==> src/rtl/rdma_rx.sv <==
// rdma_rx: receive side of the RC path.
// Parses the first beat of each packet as a header and checks QP, opcode, length and PSN.
// Forwards the payload of in-sequence packets one cycle after it arrives.
// Raises ACK/NAK requests for the transmit side, plus rx_done/rx_err pulses.
// Optional feature: define RDMA_RX_STATS_EN to add the saturating counters
// stat_good_cnt and stat_drop_cnt.
module rdma_rx #(
  parameter logic [15:0] LOCAL_QP = 16'h0001,
  parameter logic [23:0] INIT_PSN = 24'h000000,
  parameter logic [15:0] MAX_LEN  = 16'd256
) (
  input  logic        clk,
  input  logic        rst,
  input  logic        rx_in_valid,
  input  logic [63:0] rx_in_data,
  input  logic        rx_in_last,
  output logic        rx_out_valid,
  output logic [63:0] rx_out_data,
  output logic        rx_out_last,
  output logic        rx_done,
  output logic        rx_err,
  output logic        ack_valid,
  output logic [23:0] ack_psn,
  output logic [1:0]  ack_syndrome,
  output logic [23:0] exp_psn
`ifdef RDMA_RX_STATS_EN
  ,
  output logic [31:0] stat_good_cnt,
  output logic [31:0] stat_drop_cnt
`endif
);

  typedef enum logic [1:0] {
    ST_IDLE    = 2'd0,
    ST_PAYLOAD = 2'd1,
    ST_DROP    = 2'd2
  } state_t;

  localparam logic [7:0] OP_SEND_ONLY  = 8'h04;
  localparam logic [7:0] OP_WRITE_ONLY = 8'h0A;
  localparam logic [1:0] SYN_ACK       = 2'b00;
  localparam logic [1:0] SYN_NAK_SEQ   = 2'b01;
  localparam logic [1:0] SYN_NAK_INV   = 2'b10;

  state_t      state_q, state_d;
  logic [15:0] cnt_q, cnt_d;
  logic [15:0] len_q, len_d;
  logic [23:0] psn_q, psn_d;
  logic [23:0] exp_d;

  logic        out_valid_d, out_last_d, done_d, err_d, ack_valid_d;
  logic [23:0] ack_psn_d;
  logic [1:0]  ack_syn_d;

  // Header fields, only meaningful while in ST_IDLE
  logic [7:0]  hdr_op;
  logic [23:0] hdr_psn;
  logic [15:0] hdr_qp;
  logic [15:0] hdr_len;
  logic        hdr_inv;
  logic [23:0] exp_prev;
  logic [15:0] cnt_inc;
  logic        at_len;
  state_t      drop_state;

  assign hdr_op     = rx_in_data[63:56];
  assign hdr_psn    = rx_in_data[55:32];
  assign hdr_qp     = rx_in_data[31:16];
  assign hdr_len    = rx_in_data[15:0];
  assign hdr_inv    = !(hdr_op == OP_SEND_ONLY || hdr_op == OP_WRITE_ONLY) || (hdr_len > MAX_LEN);
  assign exp_prev   = exp_psn - 24'd1;  // duplicate PSN, wraps modulo 2^24
  assign cnt_inc    = cnt_q + 16'd1;
  assign at_len     = (cnt_inc == len_q);
  assign drop_state = rx_in_last ? ST_IDLE : ST_DROP;

  // FSM state and packet context register
  always_ff @(posedge clk) begin
    // NOTE: sequential state uses non-blocking assignments so every flop samples pre-edge values.
    if (rst) begin
      state_q <= ST_IDLE;
      cnt_q   <= '0;
      len_q   <= '0;
      psn_q   <= '0;
      exp_psn <= INIT_PSN;
    end else begin
      state_q <= state_d;
      cnt_q   <= cnt_d;
      len_q   <= len_d;
      psn_q   <= psn_d;
      exp_psn <= exp_d;
    end
  end

  // Next-state logic, header checks and next values of the registered outputs
  always_comb begin
    // NOTE: every signal gets a default before any branch, so no latch can be inferred.
    state_d     = state_q;
    cnt_d       = cnt_q;
    len_d       = len_q;
    psn_d       = psn_q;
    exp_d       = exp_psn;
    out_valid_d = 1'b0;
    out_last_d  = 1'b0;
    done_d      = 1'b0;
    err_d       = 1'b0;
    ack_valid_d = 1'b0;
    ack_psn_d   = '0;
    ack_syn_d   = SYN_ACK;
    if (rx_in_valid) begin
      case (state_q)
        ST_IDLE: begin
          if (hdr_qp != LOCAL_QP) begin
            err_d   = 1'b1;
            state_d = drop_state;
          end else if (hdr_inv) begin
            ack_valid_d = 1'b1;
            ack_syn_d   = SYN_NAK_INV;
            ack_psn_d   = hdr_psn;
            err_d       = 1'b1;
            state_d     = drop_state;
          end else if (hdr_psn == exp_prev) begin
            ack_valid_d = 1'b1;
            ack_psn_d   = hdr_psn;
            state_d     = drop_state;
          end else if (hdr_psn != exp_psn) begin
            ack_valid_d = 1'b1;
            ack_syn_d   = SYN_NAK_SEQ;
            ack_psn_d   = exp_psn;
            err_d       = 1'b1;
            state_d     = drop_state;
          end else if (hdr_len == 16'd0 && rx_in_last) begin
            // Header-only packet: complete right away
            done_d      = 1'b1;
            ack_valid_d = 1'b1;
            ack_psn_d   = hdr_psn;
            exp_d       = exp_psn + 24'd1;
          end else if (hdr_len == 16'd0 || rx_in_last) begin
            // Length field disagrees with where the packet actually ends
            ack_valid_d = 1'b1;
            ack_syn_d   = SYN_NAK_INV;
            ack_psn_d   = hdr_psn;
            err_d       = 1'b1;
            state_d     = drop_state;
          end else begin
            state_d = ST_PAYLOAD;
            cnt_d   = '0;
            len_d   = hdr_len;
            psn_d   = hdr_psn;
          end
        end
        ST_PAYLOAD: begin
          out_valid_d = 1'b1;
          out_last_d  = rx_in_last | at_len;
          cnt_d       = cnt_inc;
          if (rx_in_last && at_len) begin
            done_d      = 1'b1;
            ack_valid_d = 1'b1;
            ack_psn_d   = psn_q;
            exp_d       = exp_psn + 24'd1;
            state_d     = ST_IDLE;
          end else if (rx_in_last) begin
            ack_valid_d = 1'b1;
            ack_syn_d   = SYN_NAK_INV;
            ack_psn_d   = psn_q;
            err_d       = 1'b1;
            state_d     = ST_IDLE;
          end else if (at_len) begin
            // Packet runs past its length: close the output here, discard the rest
            err_d   = 1'b1;
            state_d = ST_DROP;
          end
        end
        ST_DROP: begin
          if (rx_in_last) state_d = ST_IDLE;
        end
        default: state_d = ST_IDLE;
      endcase
    end
  end

  // Output registers: payload is one cycle behind its input beat, pulses last one cycle
  always_ff @(posedge clk) begin
    if (rst) begin
      rx_out_valid <= 1'b0;
      rx_out_data  <= '0;
      rx_out_last  <= 1'b0;
      rx_done      <= 1'b0;
      rx_err       <= 1'b0;
      ack_valid    <= 1'b0;
      ack_psn      <= '0;
      ack_syndrome <= SYN_ACK;
    end else begin
      rx_out_valid <= out_valid_d;
      rx_out_data  <= out_valid_d ? rx_in_data : '0;
      rx_out_last  <= out_last_d;
      rx_done      <= done_d;
      rx_err       <= err_d;
      ack_valid    <= ack_valid_d;
      ack_psn      <= ack_psn_d;
      ack_syndrome <= ack_syn_d;
    end
  end

`ifdef RDMA_RX_STATS_EN
  // Saturating packet counters, advanced by the registered done/err pulses
  always_ff @(posedge clk) begin
    if (rst) begin
      stat_good_cnt <= '0;
      stat_drop_cnt <= '0;
    end else begin
      if (rx_done && stat_good_cnt != '1) stat_good_cnt <= stat_good_cnt + 32'd1;
      if (rx_err && stat_drop_cnt != '1) stat_drop_cnt <= stat_drop_cnt + 32'd1;
    end
  end
`endif

endmodule

==> config.mk <==
export PLATFORM = sky130hd
export DESIGN_NAME = rdma_rx
export DESIGN_NICKNAME = d
export VERILOG_FILES = /design/src/rtl/rdma_rx.sv
export SDC_FILE = /design/constraint.sdc
export NUM_CORES = 1
export LEC_CHECK = 0
export ABC_AREA = 1
export BUFFER_PORTS_ARGS = -buffer_cell sky130_fd_sc_hd__buf_2
export CORE_ASPECT_RATIO = 0.9
export CORE_MARGIN = 10
export CORE_UTILIZATION = 42
export CTS_BUF_LIST = sky130_fd_sc_hd__clkbuf_8
export CTS_CLUSTER_SIZE = 40
export DETAILED_ROUTE_END_ITERATION = 10
export RECOVER_POWER = 25
export SYNTH_ARGS = -nofsm -noshare
export SYNTH_HDL_FRONTEND = slang
export SYNTH_SLANG_ARGS = --single-unit
==> constraint.sdc <==
create_clock -name clk -period 4.79 [get_ports clk]
set_clock_uncertainty 0.2 [all_clocks]
set_input_delay 0.958 -clock clk [delete_from_list [all_inputs] [get_ports clk]]
set_output_delay 0.958 -clock clk [all_outputs]
set_load 0.1 [all_outputs]
==> impl_metrics.csv <==
group,metric,value,unit
detailed_routing,wl,29700,um
logic_synthesis,syn_area_per_cell,6.54,um2
min_path,hold_path.class,"flip-flop to flip-flop",
clock_tree,cts-root-buf,"clkbuf_8",
placed_design,port_buffers,186,
logic_synthesis,synth_edf_count,0,
logic_synthesis,yosys.cell_count.top_type,"nand2_1",
detailed_routing,drtPass1Iterations,7,
detailed_routing,viasPerCell,4.88,
detailed_routing,routedWlPerCell,15.5,um
final_layout,multiInputGateArea,4800,um2
global_routing,grt_overflow,0,
clock_tree,clk_latency,0.46,ns
placed_design,hpwl,22400,um
sta,max_slew_margin,1.19,%
global_routing,grt_pass1_wl,47900,um
power_and_ir_drop,p_per_area,261,nW/um2
global_routing,gr-usage-met1,28.2,%
die,coreArea,22400,um2
setup_path,path_class,"flip-flop to flip-flop",
setup_path,cp_max_fo,26,
logic_synthesis,netlist_area,9520,um2
logic_synthesis,synth_nets,1533,
sta,rsz0062_at_grt,"false",
logic_synthesis,postSynthCellCount,1456,
die,die_area,29100,um2
logic_synthesis,synth_top_area_share,37.2,%
sta,max_freq,278,MHz
placed_design,globalplace.congestion,0.939,
sta,fin_crit_sh,75.1,%
sta,slew_violations,0,
sta,fin_setup_tns,0,ns
final_layout,regArea,3540,um2
power_and_ir_drop,vdd_drop_max,0.000157,V
clock_tree,hold_buffers,0,
clock_tree,cts.sinks,177,
power_and_ir_drop,comb_power_share,9.7,%
global_routing,grtUsageMet2,30.6,%
die,start_util,42.5,%
global_routing,gr-max-usage-layer,"met2",
logic_synthesis,yosysSeqAreaShare,37.2,%
power_and_ir_drop,power.share.clock,38.0,%
clock_tree,numCtsBuffers,17,
global_routing,grtUsageMet3,6.56,%
sta,period_minus_slack,3.60,ns
final_layout,antenna_cells,0,
global_routing,grt_pass1_vias,8941,
final_layout,drive_above_1_share,12.6,%
sta,final-hold-violation-count,0,
die,die_h,163,um
logic_synthesis,yosysUniqueCellTypes,38,
sta,worstMarginPinSlew,1.48,ns
logic_synthesis,yosysWarnings,0,
clock_tree,post-cts-setup-buffers,0,
logic_synthesis,ys_async_sr_fraction,0,%
clock_tree,cts_resized,0,
clock_tree,cts_htree_levels,4,
power_and_ir_drop,swShare,28.3,%
global_routing,grt_max_degree,50,
logic_synthesis,synth.area.top_cells,"dfxtp_1 37%, nand2_1 14%, inv_1 8.1%",
global_routing,track_usage,20.3,%
detailed_routing,antenna_left,0,
logic_synthesis,synth_top_area_cell,"dfxtp_1",
detailed_routing,initialDrtViolationCount,701,
sta,whs,0.265,ns
setup_path,worst_setup_path_start_kind,"flip-flop",
die,die_w,179,um
flow_run,maxCapViolCount,1,
final_layout,syn_to_final_growth,14.5,%
sta,setup_viol,0,
setup_path,arrival,3.72,ns
global_routing,antenna_found_initial,0,
logic_synthesis,synth_ff_type,"dfxtp_1",
die,rows,52,
setup_path,end_kind,"flip-flop",
power_and_ir_drop,seq_power_share,52.3,%
clock_tree,path_clk_slew,0.10,ns
run_status,violations,"capacitance limit",
die,io_pins,187,
final_layout,nFillCells,2395,
power_and_ir_drop,p_int,2040,uW
power_and_ir_drop,switchingPower,804,uW
final_layout,fin_nets,1683,
detailed_routing,drc,0,
run_status,status,"complete, but fails checks",
detailed_routing,vias,9357,
power_and_ir_drop,p_leak,0.00507,uW
clock_tree,cts_tree,"yes",
setup_path,crit_required,4.91,ns
logic_synthesis,ys_ff_latch,177,
clock_tree,cts_buffer_depth,2,
logic_synthesis,synth.cells.most_frequent,"354 x nand2_1, 206 x inv_1, 198 x nor2_1",
==> final cells by class <==
type                            count  area share, %
Inverter                          213           7.34
Timing Repair Buffer              205           9.03
Clock buffer                       18           2.27
Sequential cell                   177           32.5
Tap cell                          297           3.41
Clock inverter                     14           1.42
Multi-Input combinational cell    992           44.0
==> per-layer routing <==
metal,up-vias,wire length (um)
li1,4855,-
met5,-,0
met1,4159,14300
met3,22,2980
met2,321,12200
met4,0,261
==> cell usage in the layout (no fill, tap or decap), drive strengths merged <==
cell type  count
nand2        358
inv          218
nor2         214
dfxtp        177
buf          135
a21oi         98
clkbuf        88
nand3         75
o21ai         68
nand4         52
xor2          47
nor3          23
xnor2         14
nor4          11
ha             9
clkinv         7
and3           6
or2            5
a211oi         3
o22ai          2
nand3b         2
bufinv         2
o21bai         1
and2           1
o211ai         1
o31ai          1
nor3b          1
==> power by group through the flow <==
stage | combinational [uW] | clock (uW) | sequential, uW
2_1_floorplan | 120 | 0 | 1580
3_3_place_gp | 276 | 0 | 1520
3_5_place_dp | 275 | 0 | 1520
4_1_cts | 276 | 1110 | 1490
5_1_grt | 302 | 1170 | 1490
6_report | 275 | 1080 | 1490
==> flip-flops by register name, summed over array words and instances, names as in the netlist, 2 cells and up <==
signal,count
rx_out_data,64
cnt_q,16
len_q,16
psn_q,24
state_q,2
ack_psn,24
ack_syndrome,2
exp_psn,24
==> cell families (layout without fill, tap and decap cells) <==
| group | after synthesis | after routing | synth area share, % |
|---|---|---|---|
| buffers and inverters | 287 | 450 | 12.4 |
| and+or+nand+nor | 748 | 748 | 34.1 |
| xor gates and xnor gates | 61 | 61 | 5.77 |
| AOI/OAI and AO/OA | 174 | 174 | 9.33 |
| adders and majority gates | 9 | 9 | 1.18 |
| DFF | 177 | 177 | 37.2 |
==> worst max-delay path: stages, from the launching register on <==
cell and delay (ns):
dfxtp_1 0.42, nand3_1 0.13, nor3_1 0.45, nand3_1 0.24, inv_1 0.16, nand3_1 0.10
nand2_1 0.09, xor2_1 0.16, nand3_1 0.10, a21oi_1 0.20, inv_1 0.06, nor2_1 0.10
ha_1 0.17, nand2_1 0.09, nand2_1 0.16, nand4_4 0.37, nand2_1 0.16, a21oi_1 0.08
==> worst paths after layout <==
path         depth (start not counted)                       end  slack, ns                    from
max                                 17  exp_psn[18]$_SDFFE_PP0P_       1.19   cnt_q[0]$_SDFFE_PP0P_
min                                  2    ack_psn[21]$_SDFF_PP0_       0.27  psn_q[21]$_SDFFE_PP0P_
max reg2reg                         17  exp_psn[18]$_SDFFE_PP0P_       1.19   cnt_q[0]$_SDFFE_PP0P_
min reg2reg                          2    ack_psn[21]$_SDFF_PP0_       0.27  psn_q[21]$_SDFFE_PP0P_
==> metrics by stage <==
| stage | setup WS, ns | instances | util (%) | power, uW | instance area (um2) |
|---|---|---|---|---|---|
| after global placement | 1.03 | 1884 | 47.3 | 1800 | 10600 |
| final | 1.19 | 1916 | 48.7 | 2840 | 10900 |
| after detailed placement | 0.906 | 1884 | 47.3 | 1800 | 10600 |
| after global routing | 0.713 | 1916 | 48.7 | 2960 | 10900 |
| after floorplan | 1.60 | 1456 | - | 1700 | 9520 |
| after CTS | 1.23 | 1916 | 49.1 | 2880 | 11000 |
Note: power is estimated with default switching activity, not from simulation.
